$ cat src/rtl/sram_arbiter.sv
// sram_arbiter: sequences a 16-bit asynchronous SRAM and shares it between a
// video word-read port and a CPU byte read/write port.
//
// Ports
//   clk, rst_n              clock, asynchronous active-low reset
//   vreq_i, vaddr_i         video read request (level) and word address
//   vdata_o, vack_o         video read data and one-cycle completion pulse
//   creq_i, cwe_i           CPU request (level), 1=write 0=read
//   caddr_i, cdin_i         CPU byte address ([16:1] word, [0] lane), write byte
//   cdout_o, cack_o         CPU read byte and one-cycle completion pulse
//   xa_o, xdo_o, xdi_i      SRAM word address, write byte, read data
//   xoe_o, xwe_o            SRAM output / write enables, active-low
//   xbhe_o, xble_o          SRAM high / low byte enables, active-low
//   busy_o                  high whenever an access is in progress
module sram_arbiter #(
  parameter int unsigned WAIT = 1
) (
  input  logic        clk,
  input  logic        rst_n,
  input  logic        vreq_i,
  input  logic [15:0] vaddr_i,
  output logic [15:0] vdata_o,
  output logic        vack_o,
  input  logic        creq_i,
  input  logic        cwe_i,
  input  logic [16:0] caddr_i,
  input  logic [7:0]  cdin_i,
  output logic [7:0]  cdout_o,
  output logic        cack_o,
  output logic [15:0] xa_o,
  output logic [7:0]  xdo_o,
  input  logic [15:0] xdi_i,
  output logic        xoe_o,
  output logic        xwe_o,
  output logic        xbhe_o,
  output logic        xble_o,
  output logic        busy_o
);

  localparam int unsigned CW = 4;
  localparam logic [CW-1:0] RD_CNT    = CW'(WAIT);
  localparam logic [CW-1:0] PULSE_CNT = CW'(WAIT - 1);

  typedef enum logic [2:0] {
    S_IDLE,
    S_RD,
    S_WSETUP,
    S_WPULSE,
    S_WHOLD
  } state_e;

  state_e          state_q;
  logic [CW-1:0]   cnt_q;
  logic            last_v_q;   // last grant went to video
  logic            cur_v_q;    // current access belongs to video
  logic            lane_q;     // CPU byte lane of current access
  logic [15:0]     vdata_q;
  logic [7:0]      cdout_q;
  logic            vack_q;
  logic            cack_q;
  logic [15:0]     xa_q;
  logic [7:0]      xdo_q;
  logic            xoe_q;
  logic            xwe_q;
  logic            xbhe_q;
  logic            xble_q;
  logic            busy_q;

  logic            v_ok;
  logic            c_ok;
  logic            gnt_cpu;
  logic            gnt_vid;

  // Arbitration: a requester being acked this cycle is masked so a held
  // request is not granted twice; CPU wins only right after a video grant
  // or when video is not asking.
  always_comb begin
    v_ok    = vreq_i & ~vack_q;
    c_ok    = creq_i & ~cack_q;
    gnt_cpu = c_ok & (last_v_q | ~v_ok);
    gnt_vid = v_ok & ~gnt_cpu;
  end

  // Access sequencer with registered SRAM strobes, address and data.
  always_ff @(posedge clk or negedge rst_n) begin
    if (!rst_n) begin
      state_q  <= S_IDLE;
      cnt_q    <= '0;
      last_v_q <= 1'b0;
      cur_v_q  <= 1'b0;
      lane_q   <= 1'b0;
      vdata_q  <= '0;
      cdout_q  <= '0;
      vack_q   <= 1'b0;
      cack_q   <= 1'b0;
      xa_q     <= '0;
      xdo_q    <= '0;
      xoe_q    <= 1'b1;
      xwe_q    <= 1'b1;
      xbhe_q   <= 1'b1;
      xble_q   <= 1'b1;
      busy_q   <= 1'b0;
    end else begin
      vack_q <= 1'b0;
      cack_q <= 1'b0;
      case (state_q)
        S_IDLE: begin
          if (gnt_cpu) begin
            last_v_q <= 1'b0;
            cur_v_q  <= 1'b0;
            lane_q   <= caddr_i[0];
            xa_q     <= caddr_i[16:1];
            xbhe_q   <= ~caddr_i[0];
            xble_q   <= caddr_i[0];
            busy_q   <= 1'b1;
            if (cwe_i) begin
              xdo_q   <= cdin_i;
              state_q <= S_WSETUP;
            end else begin
              xoe_q   <= 1'b0;
              cnt_q   <= RD_CNT;
              state_q <= S_RD;
            end
          end else if (gnt_vid) begin
            last_v_q <= 1'b1;
            cur_v_q  <= 1'b1;
            xa_q     <= vaddr_i;
            xoe_q    <= 1'b0;
            xbhe_q   <= 1'b0;
            xble_q   <= 1'b0;
            cnt_q    <= RD_CNT;
            busy_q   <= 1'b1;
            state_q  <= S_RD;
          end
        end
        S_RD: begin
          // RD lasts WAIT+1 cycles; data is captured on the closing edge.
          if (cnt_q == '0) begin
            if (cur_v_q) begin
              vdata_q <= xdi_i;
              vack_q  <= 1'b1;
            end else begin
              cdout_q <= lane_q ? xdi_i[15:8] : xdi_i[7:0];
              cack_q  <= 1'b1;
            end
            xoe_q   <= 1'b1;
            xbhe_q  <= 1'b1;
            xble_q  <= 1'b1;
            busy_q  <= 1'b0;
            state_q <= S_IDLE;
          end else begin
            cnt_q <= cnt_q - CW'(1);
          end
        end
        S_WSETUP: begin
          xwe_q   <= 1'b0;
          cnt_q   <= PULSE_CNT;
          state_q <= S_WPULSE;
        end
        S_WPULSE: begin
          // Write pulse lasts WAIT cycles.
          if (cnt_q == '0) begin
            xwe_q   <= 1'b1;
            state_q <= S_WHOLD;
          end else begin
            cnt_q <= cnt_q - CW'(1);
          end
        end
        S_WHOLD: begin
          xbhe_q  <= 1'b1;
          xble_q  <= 1'b1;
          cack_q  <= 1'b1;
          busy_q  <= 1'b0;
          state_q <= S_IDLE;
        end
        default: begin
          xoe_q   <= 1'b1;
          xwe_q   <= 1'b1;
          xbhe_q  <= 1'b1;
          xble_q  <= 1'b1;
          busy_q  <= 1'b0;
          state_q <= S_IDLE;
        end
      endcase
    end
  end

  assign vdata_o = vdata_q;
  assign vack_o  = vack_q;
  assign cdout_o = cdout_q;
  assign cack_o  = cack_q;
  assign xa_o    = xa_q;
  assign xdo_o   = xdo_q;
  assign xoe_o   = xoe_q;
  assign xwe_o   = xwe_q;
  assign xbhe_o  = xbhe_q;
  assign xble_o  = xble_q;
  assign busy_o  = busy_q;

endmodule

$ cat config.mk
export PLATFORM = sky130hd
export DESIGN_NAME = sram_arbiter
export DESIGN_NICKNAME = d
export VERILOG_FILES = /design/src/rtl/sram_arbiter.sv
export SDC_FILE = /design/constraint.sdc
export NUM_CORES = 1
export LEC_CHECK = 0
export ABC_CLOCK_PERIOD_IN_PS = 1700
export CAP_MARGIN = 20
export CELL_PAD_IN_SITES_DETAIL_PLACEMENT = 0
export CELL_PAD_IN_SITES_GLOBAL_PLACEMENT = 1
export CORE_MARGIN = 1
export CORE_UTILIZATION = 31
export CTS_BUF_LIST = sky130_fd_sc_hd__clkbuf_2
export DETAILED_ROUTE_END_ITERATION = 10
export PLACE_DENSITY_LB_ADDON = 0.1
export SLEW_MARGIN = 20
export SYNTH_ARGS = -nofsm -noshare
export SYNTH_HDL_FRONTEND = slang
export SYNTH_SLANG_ARGS = --single-unit
$ cat constraint.sdc
create_clock -name clk -period 1.7 [get_ports clk]
set_input_delay 0.425 -clock clk [delete_from_list [all_inputs] [get_ports clk]]
set_output_delay 0.425 -clock clk [all_outputs]
set_load 0.05 [all_outputs]
==> flow_summary.toml, run 1 <==
[global_route]
grt_pass1_wl_mm = 11.6
grt_util_all_layers = 0.156
grt_pass1_vias = 2271
grt_start_max_net_pins = 65
antenna_found_initial = 0
grt_overflow = 0

[cells_and_area]
fillers = 814
finish.net_count = 439
drive_above_1_share = 0.450
area_growth_pct = 59.1
diodes = 0
fin_area_sq_um = 4540

[synth]
synth_nets = 286
ys_seq_elements = 64
synth-compound-area-share = 0.0786
synth_seq_area_share = 0.564
synth.yosys.warnings = 0
synth_top_family_by_area = "multiplexers"
yosys-mux-area-fraction = 0.233
yosys.area_share.xor_xnor = 0
synth_fa_ha_area_frac = 0.00878
synthArstFlopShare = 1.00
syn_area_sq_um = 2850
synth_flop_cell = "dfrtp_1"
avgSynthCellArea_sq_um = 12.8
ys_types = 36
synth_edf_count = 0
synthCells = 222
synth-simple-area-share = 0.0838

[routing]
drt_wl_total_mm = 7.03
drc = 5
drtIter0Drc = 87
postRouteAntennaNets = 0
viasPerCell = 4.52
vias = 2206
drt-pass1-iter-count = 7
routedWlPerCell_um = 14.4

[timing]
min_period_ns = 1.86
tightest_slew_ns = 0.455
rsz0062_at_grt = "true"
drv_slew = 0
finalSetupViolCount = 29
period_share = 1.09
whs_ns = 0.486
setup_slack_ns = -0.161
max_slew_margin = 0.696
hold_viol_final = 0
fmax_mhz = 537
fin_worst_skew_ns = 0.0341

[setup_path]
path_class = "reg2reg"
crit_buf_inv = 3
path_max_fanout = 4
endpoint_kind = "register"
cp_slowest_cell = "dfrtp_1"
cpPeakStageDelay_ns = 0.42
r2r_slack_ns = -0.16
arrival_ns = 2.22
crit_chain = "inv_2 > ha_4 > nor3b_4 > and2b_2 > nor3b_4 > buf_4 > buf_16 > mux2_4"
cp.required_ns = 2.06
path_delay_family = "simple AND/OR/NAND/NOR gates"
crit_path_start_kind = "register"
crit_top_cell = "nor3b_4"

[placement]
portBuffers = 116
dp_slack_ns = -0.365
dp_hpwl_mm = 4.97
gp_congestion = 0.792
place_area_sq_um = 4260

[power]
total_power_uw = 9490
p_leak_uw = 0.00212
power_density_nw_per_um2 = 2090
peakVddDrop_v = 0.00108

[floorplan]
die_area_sq_um = 9580
die_h_um = 97.9
initial_core_util = 0.324
rows = 34
fp.dieW_um = 97.9
pin_count = 117
core_sq_um = 8810

[clocking]
clk_pin_slew_ns = 0.19
cts_buffers = 9
cts_tree = "yes"
cts_buffer_depth = 2
htree_levels = 3
clock-sinks = 64
cts_root_buf = "clkbuf_2"
clk_latency_ns = 0.47

[worst_hold_path]
hold_class = "in2async"

[run_status]
violations = "DRC, setup timing"
status = "finished, violations left"

[flow_run]
maxCapViolations = 0
[path summary, 6_finish.rpt]
check	startpoint	end	cells after the start
min in group clk	xa_o[3]	xa_o[3]	2
hold / removal	rst_n	vdata_o[0]	3
setup reg to reg	cnt_q[0]	cdout_o[1]	8
max in group asynchronous	rst_n	xoe_o	3
hold reg to reg	xa_o[3]	xa_o[3]	2
setup / recovery	cnt_q[0]	cdout_o[1]	8
[cells in the final DEF (no fill, tap or decap), types with 2 or more instances in the layout]
cell,Yosys,layout
mux2i_1,19,19
nor2b_1,4,3
dfstp_2,4,4
o21ai_0,18,18
mux2_4,0,4
o2bb2ai_2,0,2
nor2_1,6,6
dfrtp_2,0,2
nand2_1,18,18
clkbuf_2,0,12
nor3b_4,2,2
inv_2,0,3
clkdlybuf4s50_1,0,60
inv_1,6,3
clkinv_2,0,3
nand2b_1,5,5
buf_6,2,3
a21oi_1,3,2
nor3_1,2,2
mux2_2,42,38
a21o_1,3,3
buf_12,0,11
dfrtp_1,60,58
buf_4,2,75
[power breakdown]
group,total (uW),internal [uW],switching [uW]
sequential,2780,2280,505
clock,874,353,521
combinational,5830,2400,3430
total,9490,5030,4460
[synth_stat cells, drive strengths merged, types with 2 or more instances]
library cell / instances / area, sq um
clkbuf: 5 / 28.8
nand2: 18 / 67.6
nand3: 2 / 15.0
inv: 6 / 22.5
nor2b: 4 / 25.0
buf: 5 / 41.3
mux2i: 19 / 190
nor3b: 2 / 37.5
o21a: 2 / 15.0
a21o: 3 / 22.5
o2bb2ai: 2 / 17.5
o21ai: 19 / 95.1
dfrtp: 60 / 1500
nand2b: 5 / 31.3
ha: 2 / 25.0
a21oi: 3 / 15.0
nor2: 6 / 22.5
mux2: 42 / 473
nor3: 2 / 10.0
dfstp: 4 / 105
[layer usage]
layer / wire [um] / vias up / GRT usage
met1: 3110 / 1066 / 0.205
met4: 68 / 0 / 0.0420
met5: 0 / - / 0
met3: 400 / 6 / 0.0544
li1: - / 1084 / -
met2: 3450 / 50 / 0.243
[tightest hold or removal path, cell delays in order]
cell	delay, ns
dlygate4sd3_1	0.52
buf_2	0.12
buf_12	0.30
[metrics by stage]
stage / setup TNS, ns / utilization / std cells
2_1_floorplan: -2.02 / - / 222
3_3_place_gp: -12.02 / 0.484 / 460
3_5_place_dp: -12.68 / 0.484 / 460
4_1_cts: -2.27 / 0.510 / 483
5_1_grt: -4.66 / 0.515 / 488
6_report: -2.37 / 0.515 / 488
[layout make-up]
cell class              instances  area [sq um]  area share
clock buffers                  12          60.1      0.0132
multi-input cells             142          1200       0.265
inverters                       6          22.5     0.00497
flip-flops and latches         64          1610       0.355
clock inverters                 4          45.0     0.00993
well taps                     108           135      0.0298
repair buffers                152          1460       0.322
[state kept, by name, summed over array words and instances (netlist names)]
| register | count |
|---|---|
| cack_o | 1 |
| xa_o | 16 |
| xble_o | 1 |
| xbhe_o | 1 |
| xwe_o | 1 |
| busy_o | 1 |
| xoe_o | 1 |
| state_q | 3 |
| cdout_o | 8 |
| cur_v_q | 1 |
| lane_q | 1 |
| vdata_o | 16 |
| cnt_q | 4 |
| vack_o | 1 |
| xdo_o | 8 |
[kinds of logic after synthesis]
kind of cell | after synthesis
flip-flops | 64
AND/OR/NAND/NOR | 43
AO/OA/AOI/OAI | 36
multiplexers | 61
buffers and inverters | 16
adder cells (fa/ha/maj) | 2
[repair_timing]
item / CTS / global route
hold endpoints to repair: 60 / 0
pin swaps: 4 / 1
setup endpoints to repair: 28 / 38
gates cloned: 1 / 0
gates resized for setup: 13 / 4
setup buffers: 5 / 6
hold buffers: 1 / 0
No activity file was read; power rests on OpenSTA's default activity.
==> run 2: changes to the inputs <==
- SKIP_LAST_GASP: default -> 1
==> run 2 against run 1 <==
Against the previous run: total power fell by 0.17%; flip-flop and latch count is the same; clock skew about the same; sequential power barely moved; worst hold slack worse by 0.0033 ns; critical path depth unchanged; the run still ends with DRC, setup timing left; design area down 0.17%; via count is 0.23% lower; critical endpoint unchanged; sequential share of layout area up 0.059 points.
==> flow_summary.toml, run 2 (synthesized netlist as in run 1, its figures left out) <==
[routing]
viasPerCell = 4.51
drt_wl_total_mm = 7.03
routedWlPerCell_um = 14.4
drtIter0Drc = 93
vias = 2201
drt-pass1-iter-count = 7
drc = 5
postRouteAntennaNets = 0

[timing]
min_period_ns = 1.86
whs_ns = 0.483
tightest_slew_ns = 0.457
hold_viol_final = 0
period_share = 1.10
drv_slew = 0
fmax_mhz = 536
rsz0062_at_grt = "true"
finalSetupViolCount = 29
fin_worst_skew_ns = 0.0340
max_slew_margin = 0.696
setup_slack_ns = -0.164

[cells_and_area]
post-route-util = 0.514
area_growth_pct = 58.9
final_cell_mix = "buf_4, clkdlybuf4s50_1, dfrtp_1"
drive_above_1_share = 0.445
diodes = 0
finish.net_count = 439
final_common_cell = "buf_4"
fin_cells = 488

[floorplan]
die_area_sq_um = 9580
core_sq_um = 8810
pin_count = 117
fp.dieW_um = 97.9
initial_core_util = 0.324
rows = 34
die_h_um = 97.9

[placement]
gp_congestion = 0.792
dp_cells = 460
portBuffers = 116
dp_hpwl_mm = 4.97

[clocking]
clk_pin_slew_ns = 0.19
cts_buffers = 9
clk_latency_ns = 0.47
cts_buffer_depth = 2
cts_root_buf = "clkbuf_2"
htree_levels = 3
cts_tree = "yes"
clock-sinks = 64

[setup_path]
crit_path_start_kind = "register"
endpoint_kind = "register"
r2r_slack_ns = -0.16
path_class = "reg2reg"
worstRegToRegCells = 8
path_max_fanout = 4
cp.required_ns = 2.06
arrival_ns = 2.23
r2r-end = "cdout_o[1]"
worstReg2RegStart = "cnt_q[0]"

[global_route]
grt_overflow = 0
grt_start_max_net_pins = 65
use_met2 = 0.243
grt_pass1_wl_mm = 11.6
top_usage_layer = "met2"
antenna_found_initial = 0
use_met1 = 0.205
grt_util_all_layers = 0.156
gr-usage-met3 = 0.0544
grt_pass1_vias = 2271

[run_status]
violations = "DRC, setup timing"
status = "finished, violations left"

[power]
p_leak_uw = 0.00212
power_density_nw_per_um2 = 2090
total_power_uw = 9480
peakVddDrop_v = 0.00108

[worst_hold_path]
hold_class = "in2async"

[flow_run]
maxCapViolations = 0
==> run 2: cell counts in the layout (fill, tap and decap cells not counted) <==
No cell type changed its count.
==> run 2: how the worst max path moves through the flow <==
| stage | startpoint | to | slack, ns | depth (start not counted) |
|---|---|---|---|---|
| 6_report | cnt_q[0] | cdout_o[1] | -0.16 | 8 |
| 5_1_grt | cnt_q[0] | cdout_o[3] | -0.24 | 8 |
| 4_1_cts | cnt_q[1] | cdout_o[2] | -0.16 | 8 |
| 3_5_place_dp | creq_i | xdo_o[3] | -0.36 | 6 |
| 3_3_place_gp | creq_i | xdo_o[7] | -0.33 | 6 |
| 2_1_floorplan | cnt_q[0] | cdout_o[0] | -0.18 | 6 |
==> run 2: stage by stage <==
stage | TNS, ns | cell area (sq um) | setup slack, ns
2_1_floorplan | -2.02 | 2860 | -0.179
3_3_place_gp | -12.02 | 4260 | -0.332
3_5_place_dp | -12.68 | 4260 | -0.365
4_1_cts | -2.29 | 4490 | -0.161
5_1_grt | -4.80 | 4530 | -0.244
6_report | -2.37 | 4530 | -0.164
==> run 2: area by class of cell <==
type / count / area [sq um]
Fill cell: 813 / 4280
Multi-Input combinational cell: 142 / 1200
Tap cell: 108 / 135
Clock buffer: 12 / 60.1
Inverter: 6 / 22.5
Sequential cell: 64 / 1610
Timing Repair Buffer: 152 / 1460
Clock inverter: 4 / 45.0
==> run 2: repair_timing <==
action / CTS / global route
setup endpoints to repair: 28 / 38
buffers inserted: 5 / 6
gates resized for setup: 12 / 2
cloned: 1 / 0
hold buffers: 1 / 0
hold endpoints to repair: 60 / 0
pin swaps: 4 / 1
==> run 2: per-layer routing <==
metal	vias to the layer above	part of all wire
met3	6	0.057
met4	0	0.0097
met5	-	0
met2	52	0.49
li1	1083	-
met1	1060	0.44
==> run 2: critical path, stage by stage, from the launching register on <==
cell and delay [ns]:
dfrtp_1 0.42, inv_2 0.09, ha_4 0.13, nor3b_4 0.20, and2b_2 0.18, nor3b_4 0.19, buf_4 0.16, buf_16 0.12
mux2_4 0.29
==> run 2: report_power, final <==
group	internal (uW)	switching (uW)	leakage, uW
Sequential	2280	504	0.000772
Clock	353	521	0.0000757
Combinational	2390	3430	0.00128
==> run 3: changes to the inputs <==
- GPL_TIMING_DRIVEN: default -> 0
==> run 3 against run 2 <==
Against the previous run: the flow still finishes with violations (DRC, setup timing); worst hold slack worse by 0.13 ns; sequential power down 4%; wire length up 4.8%; clock power up 0.6%; sequential share of layout area up 1.3 points; cell count down 0.41%; count of clock-buffer cells in the layout down 3; first-iteration DRC count down 33%; global-route usage up 0.86 points; non-clock buffer count down 2; combinational power down 5.0%; critical path type unchanged.
==> flow_summary.toml, run 3 (synthesized netlist as in run 1, its figures left out) <==
[run_status]
status = "finished, violations left"
violations = "DRC, setup timing"

[cells_and_area]
fin_area_sq_um = 4370
final_common_cell = "clkdlybuf4s50_1"
finish.net_count = 437
fin_cells = 486
post-route-util = 0.496
multi_input_area_sq_um = 1240
seqCellArea_sq_um = 1610
drive_above_1_share = 0.439
diodes = 0
fillers = 851
area_growth_pct = 53.3
final_cell_mix = "clkdlybuf4s50_1, dfrtp_1, buf_2"

[placement]
gp_congestion = 0.695
portBuffers = 116
dp_slack_ns = -0.658
place_area_sq_um = 4180
dp_hpwl_mm = 5.03
dp_cells = 447

[floorplan]
die_area_sq_um = 9580
pin_count = 117
core_sq_um = 8810
initial_core_util = 0.324
die_h_um = 97.9
rows = 34
fp.dieW_um = 97.9

[setup_path]
path_class = "reg2reg"
cp_slowest_cell = "dfrtp_1"
crit_path_start_kind = "register"
endpoint_kind = "register"
crit_buf_inv = 2
cpPeakStageDelay_ns = 0.42
path_delay_family = "simple AND/OR/NAND/NOR gates"
cp.required_ns = 2.09
path_max_fanout = 8
crit_top_cell = "nor3b_4"
crit_chain = "inv_2 > ha_4 > nor3b_4 > and2b_2 > nor3b_4 > buf_12 > mux2_2"
arrival_ns = 2.25

[routing]
postRouteAntennaNets = 0
drtIter0Drc = 62
routedWlPerCell_um = 15.2
drt-pass1-iter-count = 7
vias = 2234
drc = 5
drt_wl_total_mm = 7.36
viasPerCell = 4.60

[global_route]
grt_pass1_wl_mm = 12.1
grt_start_max_net_pins = 46
antenna_found_initial = 0
grt_util_all_layers = 0.164
grt_overflow = 0
grt_pass1_vias = 2356

[power]
peakVddDrop_v = 0.00107
total_power_uw = 9070
p_leak_uw = 0.00205
power_density_nw_per_um2 = 2080

[clocking]
clk_pin_slew_ns = 0.18
clk_latency_ns = 0.47
cts_buffer_depth = 2
htree_levels = 3
cts_buffers = 9
clock-sinks = 64
cts_tree = "yes"
cts_root_buf = "clkbuf_2"

[worst_hold_path]
hold_class = "in2async"

[timing]
hold_viol_final = 0
period_share = 1.09
tightest_slew_ns = 0.654
setup_slack_ns = -0.161
min_period_ns = 1.86
fin_worst_skew_ns = 0.0189
finalSetupViolCount = 28
fmax_mhz = 537
rsz0062_at_grt = "true"
max_slew_margin = 0.564
drv_slew = 0

[flow_run]
maxCapViolations = 0
-- run 3: cell types whose count changed in the layout (fill, tap and decap cells not counted), sizes merged --
| cell | previous run | this run |
|---|---|---|
| clkdlybuf4s15 | 0 | 2 |
| clkinvlp | 0 | 2 |
| clkinv | 3 | 4 |
| buf | 91 | 83 |
| clkbuf | 12 | 13 |
-- run 3: layout make-up --
type	count	share of cell area
sequential	64	0.368
multi-input combinational	142	0.283
timing repair buffer	140	0.266
tap	108	0.0309
buffer	10	0.0220
clock inverter	7	0.0143
clock buffer	9	0.0103
inverter	6	0.00515
-- run 3: power by group --
part | switching (uW) | internal, uW | leakage (uW)
clock | 555 | 324 | 0.0000628
sequential | 386 | 2270 | 0.000772
combinational | 3550 | 1980 | 0.00121
total | 4490 | 4580 | 0.00205
-- run 3: worst paths after layout --
path / slack [ns] / depth (start not counted) / to / from
min in group clk: 0.49 / 2 / xa_o[7] / xa_o[7]
worst min register to register: 0.49 / 2 / xa_o[7] / xa_o[7]
max in group asynchronous: 0.75 / 3 / xble_o / rst_n
worst min-delay path: 0.35 / 2 / vdata_o[9] / rst_n
worst max register to register: -0.16 / 7 / cdout_o[4] / cnt_q[1]
worst max-delay path: -0.16 / 7 / cdout_o[4] / cnt_q[1]
-- run 3: through the flow --
step                hold slack, ns  setup TNS [ns]
floorplan                    0.129           -2.02
global placement             0.461         -161.54
detailed placement           0.339          -27.08
CTS                          0.316           -2.43
global route                 0.345           -4.49
finish                       0.351           -2.67
-- run 3: worst reg2reg max path: stages, from the launching register on --
cell and delay (ns):
dfrtp_1 0.42, inv_2 0.10, ha_4 0.13, nor3b_4 0.19
and2b_2 0.19, nor3b_4 0.25, buf_12 0.18, mux2_2 0.34
-- run 3: per-layer routing --
layer / up-vias / share of wire / track usage
li1: 1084 / - / -
met1: 1090 / 0.44 / 0.203
met2: 50 / 0.49 / 0.270
met3: 10 / 0.056 / 0.0458
met4: 0 / 0.016 / 0.0699
met5: - / 0 / 0
-- run 3: repair_timing --
action / 4_1_cts / 5_1_grt
hold buffers: 1 / 0
setup endpoints to repair: 112 / 66
gates cloned: 1 / 0
buffers inserted: 18 / 5
pin swaps: 3 / 0
hold endpoints to repair: 17 / 0
resized for setup: 267 / 49
